[config.mk]
export PLATFORM = sky130hd
export DESIGN_NAME = ram_port_arbiter_flat
export DESIGN_NICKNAME = d
export VERILOG_FILES = /design/src/rtl/ram_port_arbiter_if.sv /design/src/rtl/ram_port_arbiter.sv /design/src/flat_wrapper.sv
export SDC_FILE = /design/constraint.sdc
export NUM_CORES = 1
export LEC_CHECK = 0
export CORE_UTILIZATION = 42
export CTS_BUF_LIST = sky130_fd_sc_hd__clkbuf_4 sky130_fd_sc_hd__clkbuf_8 sky130_fd_sc_hd__clkbuf_16
export CTS_CLUSTER_DIAMETER = 80
export DETAILED_ROUTE_END_ITERATION = 12
export MAX_ROUTING_LAYER = met4
export PLACE_DENSITY = 0.84
export SKIP_CTS_REPAIR_TIMING = 1
export SLEW_MARGIN = 20
export SYNTH_ARGS = -nofsm -noshare
export SYNTH_HDL_FRONTEND = slang
export SYNTH_SLANG_ARGS = --single-unit
[constraint.sdc]
create_clock -name Clk -period 1.8 [get_ports Clk]
set_input_delay 0.36 -clock Clk [delete_from_list [all_inputs] [get_ports Clk]]
set_output_delay 0.36 -clock Clk [all_outputs]
set_load 0.02 [all_outputs]
[src/rtl/ram_port_arbiter_if.sv]
// Bundle between the fetch/load-store requesters, the shared RAM port and the arbiter.
// The slave modport is the arbiter's view; master is the requester/RAM side.
interface ram_port_arbiter_if #(
  parameter int unsigned ADDR_W = 9
);
  logic              if_req;
  logic [ADDR_W-1:0] if_addr;
  logic              if_done;
  logic [31:0]       if_rdata;

  logic              d_req;
  logic [5:0]        d_op;
  logic [ADDR_W-1:0] d_addr;
  logic [31:0]       d_wdata;
  logic              d_done;
  logic [31:0]       d_rdata;

  logic              ram_enable;
  logic [5:0]        ram_opcode;
  logic [ADDR_W-1:0] ram_addr;
  logic [31:0]       ram_wdata;
  logic [31:0]       ram_rdata;
  logic              ram_mfc;

  logic              err;
  logic              busy;

  modport slave (
    input  if_req, if_addr, d_req, d_op, d_addr, d_wdata, ram_rdata, ram_mfc,
    output if_done, if_rdata, d_done, d_rdata, ram_enable, ram_opcode, ram_addr, ram_wdata,
           err, busy
  );

  modport master (
    output if_req, if_addr, d_req, d_op, d_addr, d_wdata, ram_rdata, ram_mfc,
    input  if_done, if_rdata, d_done, d_rdata, ram_enable, ram_opcode, ram_addr, ram_wdata,
           err, busy
  );
endinterface

[src/rtl/ram_port_arbiter.sv]
// Two-requester arbiter for the single RAM port: alternating grant on contention, MFC
// handshake, bounded access time with an error pulse on timeout.
module ram_port_arbiter #(
  parameter int unsigned ADDR_W      = 9,
  parameter int unsigned TIMEOUT_CYC = 64,
  parameter logic [5:0]  FETCH_OP    = 6'b000000
) (
  input logic               Clk,
  input logic               RESET,
  ram_port_arbiter_if.slave bus
);
  localparam int unsigned     CntW    = $clog2(TIMEOUT_CYC);
  localparam logic [CntW-1:0] CntLast = CntW'(TIMEOUT_CYC - 1);

  typedef enum logic [1:0] {StIdle, StAccess, StRelease} state_e;

  state_e            state;
  logic              last_d;
  logic              owner_d;
  logic [CntW-1:0]   cnt;
  logic              grant_d;
  logic [ADDR_W-1:0] grant_addr;

  // On a tie the requester that did not own the previous access wins.
  assign grant_d    = bus.d_req & (~bus.if_req | ~last_d);
  assign grant_addr = grant_d ? bus.d_addr : bus.if_addr;

  always_ff @(posedge Clk or negedge RESET) begin
    if (!RESET) begin
      state          <= StIdle;
      last_d         <= 1'b0;
      owner_d        <= 1'b0;
      cnt            <= '0;
      bus.ram_enable <= 1'b0;
      bus.ram_opcode <= '0;
      bus.ram_addr   <= '0;
      bus.ram_wdata  <= '0;
      bus.if_done    <= 1'b0;
      bus.d_done     <= 1'b0;
      bus.err        <= 1'b0;
      bus.busy       <= 1'b0;
      bus.if_rdata   <= '0;
      bus.d_rdata    <= '0;
    end else begin
      bus.if_done <= 1'b0;
      bus.d_done  <= 1'b0;
      bus.err     <= 1'b0;
      unique case (state)
        StIdle: begin
          if (bus.if_req || bus.d_req) begin
            owner_d        <= grant_d;
            bus.ram_opcode <= grant_d ? bus.d_op : FETCH_OP;
            bus.ram_addr   <= grant_addr;
            bus.ram_wdata  <= grant_d ? bus.d_wdata : 32'h0;
            bus.ram_enable <= 1'b1;
            bus.busy       <= 1'b1;
            cnt            <= '0;
            state          <= StAccess;
          end
        end
        StAccess: begin
          if (bus.ram_mfc) begin
            if (owner_d) begin
              bus.d_rdata <= bus.ram_rdata;
              bus.d_done  <= 1'b1;
            end else begin
              bus.if_rdata <= bus.ram_rdata;
              bus.if_done  <= 1'b1;
            end
            bus.ram_enable <= 1'b0;
            state          <= StRelease;
          end else if (cnt == CntLast) begin
            bus.d_done     <= owner_d;
            bus.if_done    <= ~owner_d;
            bus.err        <= 1'b1;
            bus.ram_enable <= 1'b0;
            state          <= StRelease;
          end else begin
            cnt <= cnt + 1'b1;
          end
        end
        StRelease: begin
          // Wait for the RAM to drop MFC so a stale MFC never completes the next access.
          if (!bus.ram_mfc) begin
            last_d   <= owner_d;
            bus.busy <= 1'b0;
            state    <= StIdle;
          end
        end
        default: begin
          bus.ram_enable <= 1'b0;
          bus.busy       <= 1'b0;
          state          <= StIdle;
        end
      endcase
    end
  end
endmodule
[src/flat_wrapper.sv]
// flat-port wrapper written by rule: the top's interface ports become plain ports
module ram_port_arbiter_flat 
#(
  parameter int unsigned ADDR_W      = 9,
  parameter int unsigned TIMEOUT_CYC = 64,
  parameter logic [5:0]  FETCH_OP    = 6'b000000
)
  (Clk, RESET, bus_if_req, bus_if_addr, bus_d_req, bus_d_op, bus_d_addr, bus_d_wdata, bus_ram_rdata, bus_ram_mfc, bus_if_done, bus_if_rdata, bus_d_done, bus_d_rdata, bus_ram_enable, bus_ram_opcode, bus_ram_addr, bus_ram_wdata, bus_err, bus_busy);
  ram_port_arbiter_if #(.ADDR_W(ADDR_W)) bus_i ();
  input logic Clk;
  input logic RESET;
  input wire logic [$bits(bus_i.if_req)-1:0] bus_if_req;
  input wire logic [$bits(bus_i.if_addr)-1:0] bus_if_addr;
  input wire logic [$bits(bus_i.d_req)-1:0] bus_d_req;
  input wire logic [$bits(bus_i.d_op)-1:0] bus_d_op;
  input wire logic [$bits(bus_i.d_addr)-1:0] bus_d_addr;
  input wire logic [$bits(bus_i.d_wdata)-1:0] bus_d_wdata;
  input wire logic [$bits(bus_i.ram_rdata)-1:0] bus_ram_rdata;
  input wire logic [$bits(bus_i.ram_mfc)-1:0] bus_ram_mfc;
  output wire logic [$bits(bus_i.if_done)-1:0] bus_if_done;
  output wire logic [$bits(bus_i.if_rdata)-1:0] bus_if_rdata;
  output wire logic [$bits(bus_i.d_done)-1:0] bus_d_done;
  output wire logic [$bits(bus_i.d_rdata)-1:0] bus_d_rdata;
  output wire logic [$bits(bus_i.ram_enable)-1:0] bus_ram_enable;
  output wire logic [$bits(bus_i.ram_opcode)-1:0] bus_ram_opcode;
  output wire logic [$bits(bus_i.ram_addr)-1:0] bus_ram_addr;
  output wire logic [$bits(bus_i.ram_wdata)-1:0] bus_ram_wdata;
  output wire logic [$bits(bus_i.err)-1:0] bus_err;
  output wire logic [$bits(bus_i.busy)-1:0] bus_busy;
  assign bus_i.if_req = bus_if_req;
  assign bus_i.if_addr = bus_if_addr;
  assign bus_i.d_req = bus_d_req;
  assign bus_i.d_op = bus_d_op;
  assign bus_i.d_addr = bus_d_addr;
  assign bus_i.d_wdata = bus_d_wdata;
  assign bus_i.ram_rdata = bus_ram_rdata;
  assign bus_i.ram_mfc = bus_ram_mfc;
  assign bus_if_done = bus_i.if_done;
  assign bus_if_rdata = bus_i.if_rdata;
  assign bus_d_done = bus_i.d_done;
  assign bus_d_rdata = bus_i.d_rdata;
  assign bus_ram_enable = bus_i.ram_enable;
  assign bus_ram_opcode = bus_i.ram_opcode;
  assign bus_ram_addr = bus_i.ram_addr;
  assign bus_ram_wdata = bus_i.ram_wdata;
  assign bus_err = bus_i.err;
  assign bus_busy = bus_i.busy;
  ram_port_arbiter #(.ADDR_W(ADDR_W), .TIMEOUT_CYC(TIMEOUT_CYC), .FETCH_OP(FETCH_OP)) u_core (.Clk(Clk), .RESET(RESET), .bus(bus_i));
endmodule
# Word level (Yosys, flattened, before mapping)

Cells that the tools add are included.

Input bits: 93
Output and inout port bits: 116
Flip-flop bits (word level): 126

Eq/ne operators: 8
Muxes and demuxes: 29
Reduce and logical (&&, ||, !) cells: 11
$add $sub $neg: 1
Bitwise logic cells: 8

Operators with widths:

| cell                                                   | number |
|---|---|
| 2-to-1 mux 32 bit                                      | 1 |
| 2-to-1 mux 6 bit                                       | 4 |
| 2-to-1 mux 1 bit                                       | 15 |
| AND reduction 3 bit                                    | 5 |
| case mux 6 bit (2 select lines)                        | 1 |
| 2-to-1 mux 9 bit                                       | 1 |
| 2-to-1 mux 2 bit                                       | 4 |
| adder 6 x 1 -> 6 bit (second input constant)           | 1 |
| == test 6 bit (second input constant)                  | 1 |
| inequality test 2 bit (second input constant)          | 3 |
| NOT 1 bit                                              | 6 |
| case mux 1 bit (3 select lines)                        | 2 |
| case mux 2 bit (3 select lines)                        | 1 |
| AND reduction 2 bit                                    | 2 |
| AND reduction 4 bit                                    | 1 |
| inequality test 3 x 2 -> 1 bit (second input constant) | 1 |
| == test 2 x 1 -> 1 bit (second input constant)         | 1 |
| == test 2 bit (second input constant)                  | 1 |
| logical NOT 2 bit                                      | 1 |
| inequality test 2 x 1 -> 1 bit (second input constant) | 1 |
| nonzero test 2 bit                                     | 1 |
| AND 1 bit                                              | 1 |
| logical OR 1 bit                                       | 1 |
| bitwise OR 1 bit                                       | 1 |

# Depth between registers and ports, before layout

Gate-level depths: netlist (run 1).

Depth after elaboration: 4
Gate-level depth with buffers: 7

# Worst setup path after synthesis (run 1)

No wires, ideal clock.

Kind: register to register
Start: register u_core.state[1]
End: register u_core.bus.ram_addr[0]
Data required time: 1.677 ns
Slack: 0.295 ns
Setup time: 0.123 ns
Period minus slack after synthesis: 1.505 ns
Arrival: 1.382 ns
Path buffers: 4
Cell stages (with the launch flop): 8
Cells stage by stage: dfrtp_1 > buf_2 > or3_1 > buf_2 > buf_6 > buf_2 > nand2_1 > o21ai_1

Word-level cells in the longest chain between the ends: 2

Ends and longest elaborated chain:

| item                          | line                      | text |
|---|---|---|
| start, declared               | ram_port_arbiter.sv:17    | `state_e state;` |
| start signal, assigned        | ram_port_arbiter.sv:30    | `state <= StIdle;` |
| start signal, assigned        | ram_port_arbiter.sv:58    | `state <= StAccess;` |
| start signal, assigned        | ram_port_arbiter.sv:71    | `state <= StRelease;` |
| logical NOT 2 bit             | ram_port_arbiter.sv:48    | `unique case (state)` |
| AND reduction 2 bit (no line) | n/a                       |  |
| end signal, assigned          | ram_port_arbiter.sv:53    | `bus.ram_addr <= grant_addr;` |
| end, declared                 | ram_port_arbiter_if.sv:30 | `output if_done, if_rdata, d_done, d_rdata, ram_enable, ram_opcode, ram_addr, ram_wdata,` |

No other way between the ends.
A chain may end at the register's enable or synchronous reset.

# Final worst setup path (run 1)

Start: register u_core.bus.if_rdata[18]
End: output bus_if_rdata[18]

RTL lines:

| item                   | line                      | text |
|---|---|---|
| start, declared        | ram_port_arbiter_if.sv:30 |  |
| start signal, assigned | ram_port_arbiter.sv:67    | `bus.if_rdata <= bus.ram_rdata;` |
| end, declared          | flat_wrapper.sv:21        | `output wire logic [$bits(bus_i.if_rdata)-1:0] bus_if_rdata;` |

No word-level cell between the ends.

==> results.yml, run 1 <==
clock_network:
  clock_insertion_delay_worst_skew_ps: 410
  cts.root.buffer_cell: "clkbuf_16"
  numCtsBuffers: 17
  path_clk_slew_ps: 60
  cts-htree-levels: 4
  cts_tree: "yes"
  cts_num_sinks: 126
  clk_path_buf_depth: 2
global_route:
  number_of_global_route_vias_before_repair: 3910
  wire_length_of_the_first_global_routing_pass_mm: 19.3
  globalRoute.totalOverflow: 0
  grt_max_degree: 54
  grt.total_usage: 0.222
  antenna_found_initial: 0
place:
  place_hpwl_mm: 8.92
  placement.setup.worst_slack_ps: -229
  dpl_cell_area_mm2: 0.00723
  port-buffer-count: 208
  place.gp.congestion: 0.759
  numPlacedInstances: 686
pwr:
  share_seq_of_total_power: 0.323
  switching_power_mw: 5.24
  power.switching_fraction: 0.351
  peak_supply_drop_v: 0.00127
  static-leakage-power_nw: 3.55
  power.share.combinational: 0.443
  power.density_mw_per_mm2: 1900
  clock_power_share: 0.234
  p_int_mw: 9.70
routing:
  drt_drc_violations_left: 0
  dr.first_iter.drc_count: 173
  pre_antenna_drt_iters: 4
  routed-via-count: 3705
  wl_per_cell_um: 17.8
  wirelength_mm: 12.8
  avgViaCountPerCell: 5.15
  antenna_left: 0
floorplanning:
  die_w_um: 110
  fp.dieH_um: 110
  row_count: 39
  io_pins: 209
  placeableCoreArea_mm2: 0.0114
  area_of_the_die_mm2: 0.0121
  floorplan.initialDensity: 0.430
worst_setup_path:
  critical_path.cell_chain: "clkdlybuf4s50_1"
  crit_end_element: "output pin"
  worst_path_max_delay_cell: "clkdlybuf4s50_1"
  reg2regPathDepth: 4
  slowest_delay_ps: 650
  timing_worst_setup_path_type: "flop to output pin"
  timing.critical_path.fanout_max: 2
  timing.rr.start: "u_core.state[0]"
  register_to_register_setup_slack_ps: 240
  cp_data_required_time_ps: 1440
  worstPathArrival_ps: 1410
  cp_top_family: "buffers and inverters"
  crit_buf_inv: 1
  worstSetupStartpointType: "flop"
  r2r-end: "u_core.cnt[2]"
final_layout:
  post_route_cells_drive_above_1_share: 0.106
  layout_commonest_cell: "clkdlybuf4s50_1"
  postLayoutCellArea_mm2: 0.00788
  final-instance-count-excl-fill: 719
  layout_common_cells: "clkdlybuf4s50_1, dfrtp_1, mux2_1, a22o_1"
  flow.area_growth_from_synthesis_pct: 60.6
  final_nets: 657
  antenna-diode-count: 0
sta:
  worst_slew_margin_rel: 0.583
  slew_violations: 0
  grt_setup_unrepaired: "false"
  finalSetupViolations: 0
  worst_pin_slew_ps: 621
  min_clock_period_post_route_ps: 1770
  final_critical_path_setup_slack_ps: 33.2
  finalCritPeriodShare: 0.982
  whs_ps: 418
  worst_clk_skew_ps: 10.5
  hold_violations: 0
  timing.fmax_mhz: 566
logic_synthesis:
  synth_top_flop_cell: "dfrtp_1"
  synthDistinctLibCells: 38
  synth_nets: 435
  synth_async_sr_flop_share: 1.00
  synth_fa_ha_area_frac: 0.00255
  post_synth.cell_area_avg_um2: 14.4
  synth_xor_area_frac: 0
  dominant_combinational_cell_family_by_area_after_synthesis: "multiplexers"
  netlist_instances: 341
  number_of_enable_flip_flop_cells_after_synthesis: 0
  synthSimpleGateAreaFrac: 0.0411
  synth-warning-count: 0
  postSynthRegisterBits: 126
  post_synth_mux_area_share: 0.165
  synth_compound_area_frac: 0.117
  post_synth_instance_area_mm2: 0.00491
  portion_of_the_post_synthesis_area_used_by_sequential_elements: 0.643
status:
  outcome: "finished clean"
hold_path:
  hold_path.class: "primary input to async pin"
flow_run:
  max-cap-violations: 0
## metal layers
metal / track usage / routed length [um] / vias up
met4: 0.104 / 393 / 0
met5: - / 0 / -
li1: - / - / 1683
met3: 0.0752 / 1120 / 32
met1: 0.238 / 4850 / 1814
met2: 0.371 / 6450 / 176
## flip-flops by register name, indices dropped and copies added (netlist names)
register and count:
u_core.last_d 1, u_core.bus.ram_addr 9, u_core.cnt 6, u_core.bus.ram_opcode 6, u_core.bus.ram_wdata 32, u_core.owner_d 1, u_core.state 2, u_core.bus.busy 1
u_core.bus.if_done 1, u_core.bus.err 1, u_core.bus.ram_enable 1, u_core.bus.d_done 1, u_core.bus.d_rdata 32, u_core.bus.if_rdata 32
## per-stage QoR
stage / setup TNS, ps / total power, mW / util
2_1_floorplan: 0 / 8.15 / -
3_3_place_gp: -6620 / 11.2 / 0.633
3_5_place_dp: -8640 / 11.5 / 0.633
4_1_cts: 0 / 15.1 / 0.687
5_1_grt: 0 / 15.7 / 0.690
6_report: 0 / 14.9 / 0.690
## kinds of logic (layout without fill, tap and decap cells)
kind of cell | Yosys count | count (layout)
AOI/OAI and AO/OA | 74 | 74
adders and majority gates | 1 | 1
buffers and inverters | 25 | 260
DFF | 126 | 126
muxes | 73 | 73
and+or+nand+nor | 42 | 42
## worst reg2reg max path, delay by kind of cell, from the launching register on
kind	cells	cell delay, ps
AND/OR/NAND/NOR	1	550
flip-flops	1	380
AO/OA/AOI/OAI	2	360
buffers and inverters	1	200
## worst max-delay path by stage
stage / cells after the start / from / endpoint / slack (ps)
4_1_cts: 1 / u_core.bus.ram_wdata[4] / bus_ram_wdata[4] / 3
2_1_floorplan: 7 / u_core.state[1] / u_core.bus.ram_addr[0] / 290
3_5_place_dp: 6 / bus_if_req / u_core.cnt[2] / -230
5_1_grt: 1 / u_core.bus.ram_addr[2] / bus_ram_addr[2] / 0.2
6_report: 1 / u_core.bus.if_rdata[18] / bus_if_rdata[18] / 30
3_3_place_gp: 6 / bus_if_req / u_core.cnt[2] / -180
## synth_stat cells (all sizes together), types with 2 or more instances
| library cell | n | area, um2 |
|---|---|---|
| dfrtp | 126 | 3150 |
| mux2 | 64 | 721 |
| a22o | 39 | 342 |
| buf | 21 | 141 |
| nand2 | 17 | 63.8 |
| o21ai | 14 | 70.1 |
| mux2i | 9 | 90.1 |
| nor2 | 8 | 30.0 |
| a21oi | 7 | 38.8 |
| nand3 | 4 | 20.0 |
| a21o | 3 | 22.5 |
| o31ai | 3 | 27.5 |
| a21boi | 2 | 18.8 |
| and2 | 2 | 12.5 |
| and3 | 2 | 12.5 |
| clkbuf | 2 | 7.51 |
| inv | 2 | 7.51 |
| nor3 | 2 | 10.0 |
| o2bb2ai | 2 | 17.5 |
## power by group through the flow
stage / Clock (mW) / Combinational (mW) / Sequential [mW]
5_1_grt: 3.69 / 7.06 / 4.98
4_1_cts: 3.54 / 6.70 / 4.84
3_5_place_dp: 0 / 6.66 / 4.83
2_1_floorplan: 0 / 1.93 / 6.22
6_report: 3.50 / 6.62 / 4.83
3_3_place_gp: 0 / 6.47 / 4.77
## final cells by class
class | count | area, um2
Clock buffer | 20 | 454
Timing Repair Buffer | 226 | 2320
Fill cell | 812 | 3540
Sequential cell | 126 | 3150
Multi-Input combinational cell | 190 | 1600
Tap cell | 143 | 179
Clock inverter | 12 | 160
Inverter | 2 | 7.51
No activity file was read; power rests on OpenSTA's default activity.
==> run 2, diff against run 1 <==
--- a/config.mk
+++ b/config.mk
@@ -12,7 +12,6 @@
 export MAX_ROUTING_LAYER = met4
 export PLACE_DENSITY = 0.84
 export SKIP_CTS_REPAIR_TIMING = 1
-export SLEW_MARGIN = 20
 export SYNTH_ARGS = -nofsm -noshare
 export SYNTH_HDL_FRONTEND = slang
 export SYNTH_SLANG_ARGS = --single-unit
==> results of run 2 <==
Same layout as run 1: the final DEF is identical, and so are final timing and power.
==> run 3, diff against run 2 <==
--- a/config.mk
+++ b/config.mk
@@ -9,6 +9,8 @@
 export CTS_BUF_LIST = sky130_fd_sc_hd__clkbuf_4 sky130_fd_sc_hd__clkbuf_8 sky130_fd_sc_hd__clkbuf_16
 export CTS_CLUSTER_DIAMETER = 80
 export DETAILED_ROUTE_END_ITERATION = 12
+export GPL_TIMING_DRIVEN = 0
+export HOLD_SLACK_MARGIN = 0.02
 export MAX_ROUTING_LAYER = met4
 export PLACE_DENSITY = 0.84
 export SKIP_CTS_REPAIR_TIMING = 1
==> results.yml, run 3 (synthesis gave the netlist of run 1 again) <==
final_layout:
  fill_cells: 808
  largest_registers: "u_core.bus.d_rdata (32), u_core.bus.if_rdata (32), u_core.bus.ram_wdata (32)"
  layout_commonest_cell: "clkdlybuf4s50_1"
  postLayoutCellArea_mm2: 0.00783
  antenna-diode-count: 0
  seq_area_mm2: 0.00315
  flow.area_growth_from_synthesis_pct: 59.5
  final_nets: 663
  layout_common_cells: "clkdlybuf4s50_1, dfrtp_1, mux2_1, a22o_1"
  multi_input_area_mm2: 0.00160
  post_route_cells_drive_above_1_share: 0.110
  utilization: 0.685
pwr:
  peak_supply_drop_v: 0.00119
  power.density_mw_per_mm2: 1910
  power.total_mw: 14.9
  static-leakage-power_nw: 3.42
sta:
  final_critical_path_setup_slack_ps: 43.8
  worst_pin_slew_ps: 571
  worst_clk_skew_ps: 10.3
  min_clock_period_post_route_ps: 1760
  grt_setup_unrepaired: "false"
  timing.fmax_mhz: 569
  finalCritPeriodShare: 0.976
  finalSetupViolations: 0
  slew_violations: 0
  worst_slew_margin_rel: 0.617
  hold_violations: 0
clock_network:
  numCtsBuffers: 17
  clock_insertion_delay_worst_skew_ps: 410
  cts.root.buffer_cell: "clkbuf_16"
  path_clk_slew_ps: 50
  cts_tree: "yes"
  cts-htree-levels: 4
  cts_num_sinks: 126
  clk_path_buf_depth: 2
floorplanning:
  floorplan.initialDensity: 0.430
  placeableCoreArea_mm2: 0.0114
  io_pins: 209
  fp.dieH_um: 110
  row_count: 39
  die_w_um: 110
  area_of_the_die_mm2: 0.0121
worst_setup_path:
  crit_buf_inv: 1
  timing_worst_setup_path_type: "flop to output pin"
  cp_top_family: "buffers and inverters"
  worstSetupStartpointType: "flop"
  critical_path.cell_chain: "clkdlybuf4s50_1"
  cp_data_required_time_ps: 1440
  slowest_delay_ps: 640
  timing.critical_path.fanout_max: 2
  worstPathArrival_ps: 1400
  worst_path_max_delay_cell: "clkdlybuf4s50_1"
  crit_end_element: "output pin"
global_route:
  grt_max_degree: 74
  number_of_global_route_vias_before_repair: 3866
  wire_length_of_the_first_global_routing_pass_mm: 19.5
  globalRoute.totalOverflow: 0
  grt.total_usage: 0.224
  antenna_found_initial: 0
routing:
  wirelength_mm: 12.9
  dr.first_iter.drc_count: 182
  wl_per_cell_um: 17.8
  antenna_left: 0
  drt_drc_violations_left: 0
  routed-via-count: 3707
  pre_antenna_drt_iters: 4
  avgViaCountPerCell: 5.11
place:
  place_hpwl_mm: 9.48
  place.gp.congestion: 0.814
  dpl_cell_area_mm2: 0.00720
  port-buffer-count: 208
  placement.setup.worst_slack_ps: -425
hold_path:
  hold_path.class: "flop to flop"
status:
  outcome: "finished clean"
flow_run:
  max-cap-violations: 0
==> run 3: changes by cell type in the layout (fill, tap and decap cells not counted), sizes merged <==
cell           before  now
inv                 4    2
clkinv              6    7
buf                18   22
dlymetal6s2s       12    1
clkbuf             20   23
clkdlybuf4s50     195  206
==> run 3: final cells by class <==
type,instances,share of cell area
clock buffer,21,0.0598
timing repair buffer,210,0.271
buffer,22,0.0193
inverter,2,0.000959
tap,143,0.0229
multi-input combinational,190,0.205
clock inverter,11,0.0179
sequential,126,0.403
==> run 3: where the power goes <==
group          internal (mW)  leakage [nW]  total, mW  switching [mW]
Combinational           3.34          1.56       6.64            3.30
Sequential              4.11          1.56       4.82           0.711
Clock                   2.27         0.303       3.47            1.19
==> run 3: final timing paths <==
check / start / end / slack (ps) / cells past startpoint
hold / removal: u_core.bus.ram_addr[7] / u_core.bus.ram_addr[7] / 480 / 2
setup / recovery: u_core.bus.d_rdata[31] / bus_d_rdata[31] / 40 / 1
hold reg to reg: u_core.bus.ram_addr[7] / u_core.bus.ram_addr[7] / 480 / 2
setup reg to reg: u_core.state[0] / u_core.bus.d_rdata[1] / 110 / 5
max in group asynchronous: RESET / u_core.cnt[3] / 590 / 3
min in group asynchronous: RESET / u_core.bus.ram_wdata[29] / 490 / 2
==> run 3: stage by stage <==
stage / std cells / TNS [ps] / hold WS [ps]
3_5_place_dp: 693 / -20460 / 347
3_3_place_gp: 692 / -547470 / 466
2_1_floorplan: 341 / 0 / 64.4
6_report: 725 / 0 / 483
5_1_grt: 725 / 0 / 504
4_1_cts: 725 / -14.1 / -91.5
==> run 3: layer usage <==
| layer | vias up | GRT usage | share of wire |
|---|---|---|---|
| met5 | - | - | 0 |
| met4 | 0 | 0.0810 | 0.014 |
| met3 | 15 | 0.0547 | 0.071 |
| met2 | 159 | 0.367 | 0.49 |
| met1 | 1834 | 0.269 | 0.42 |
| li1 | 1699 | - | - |
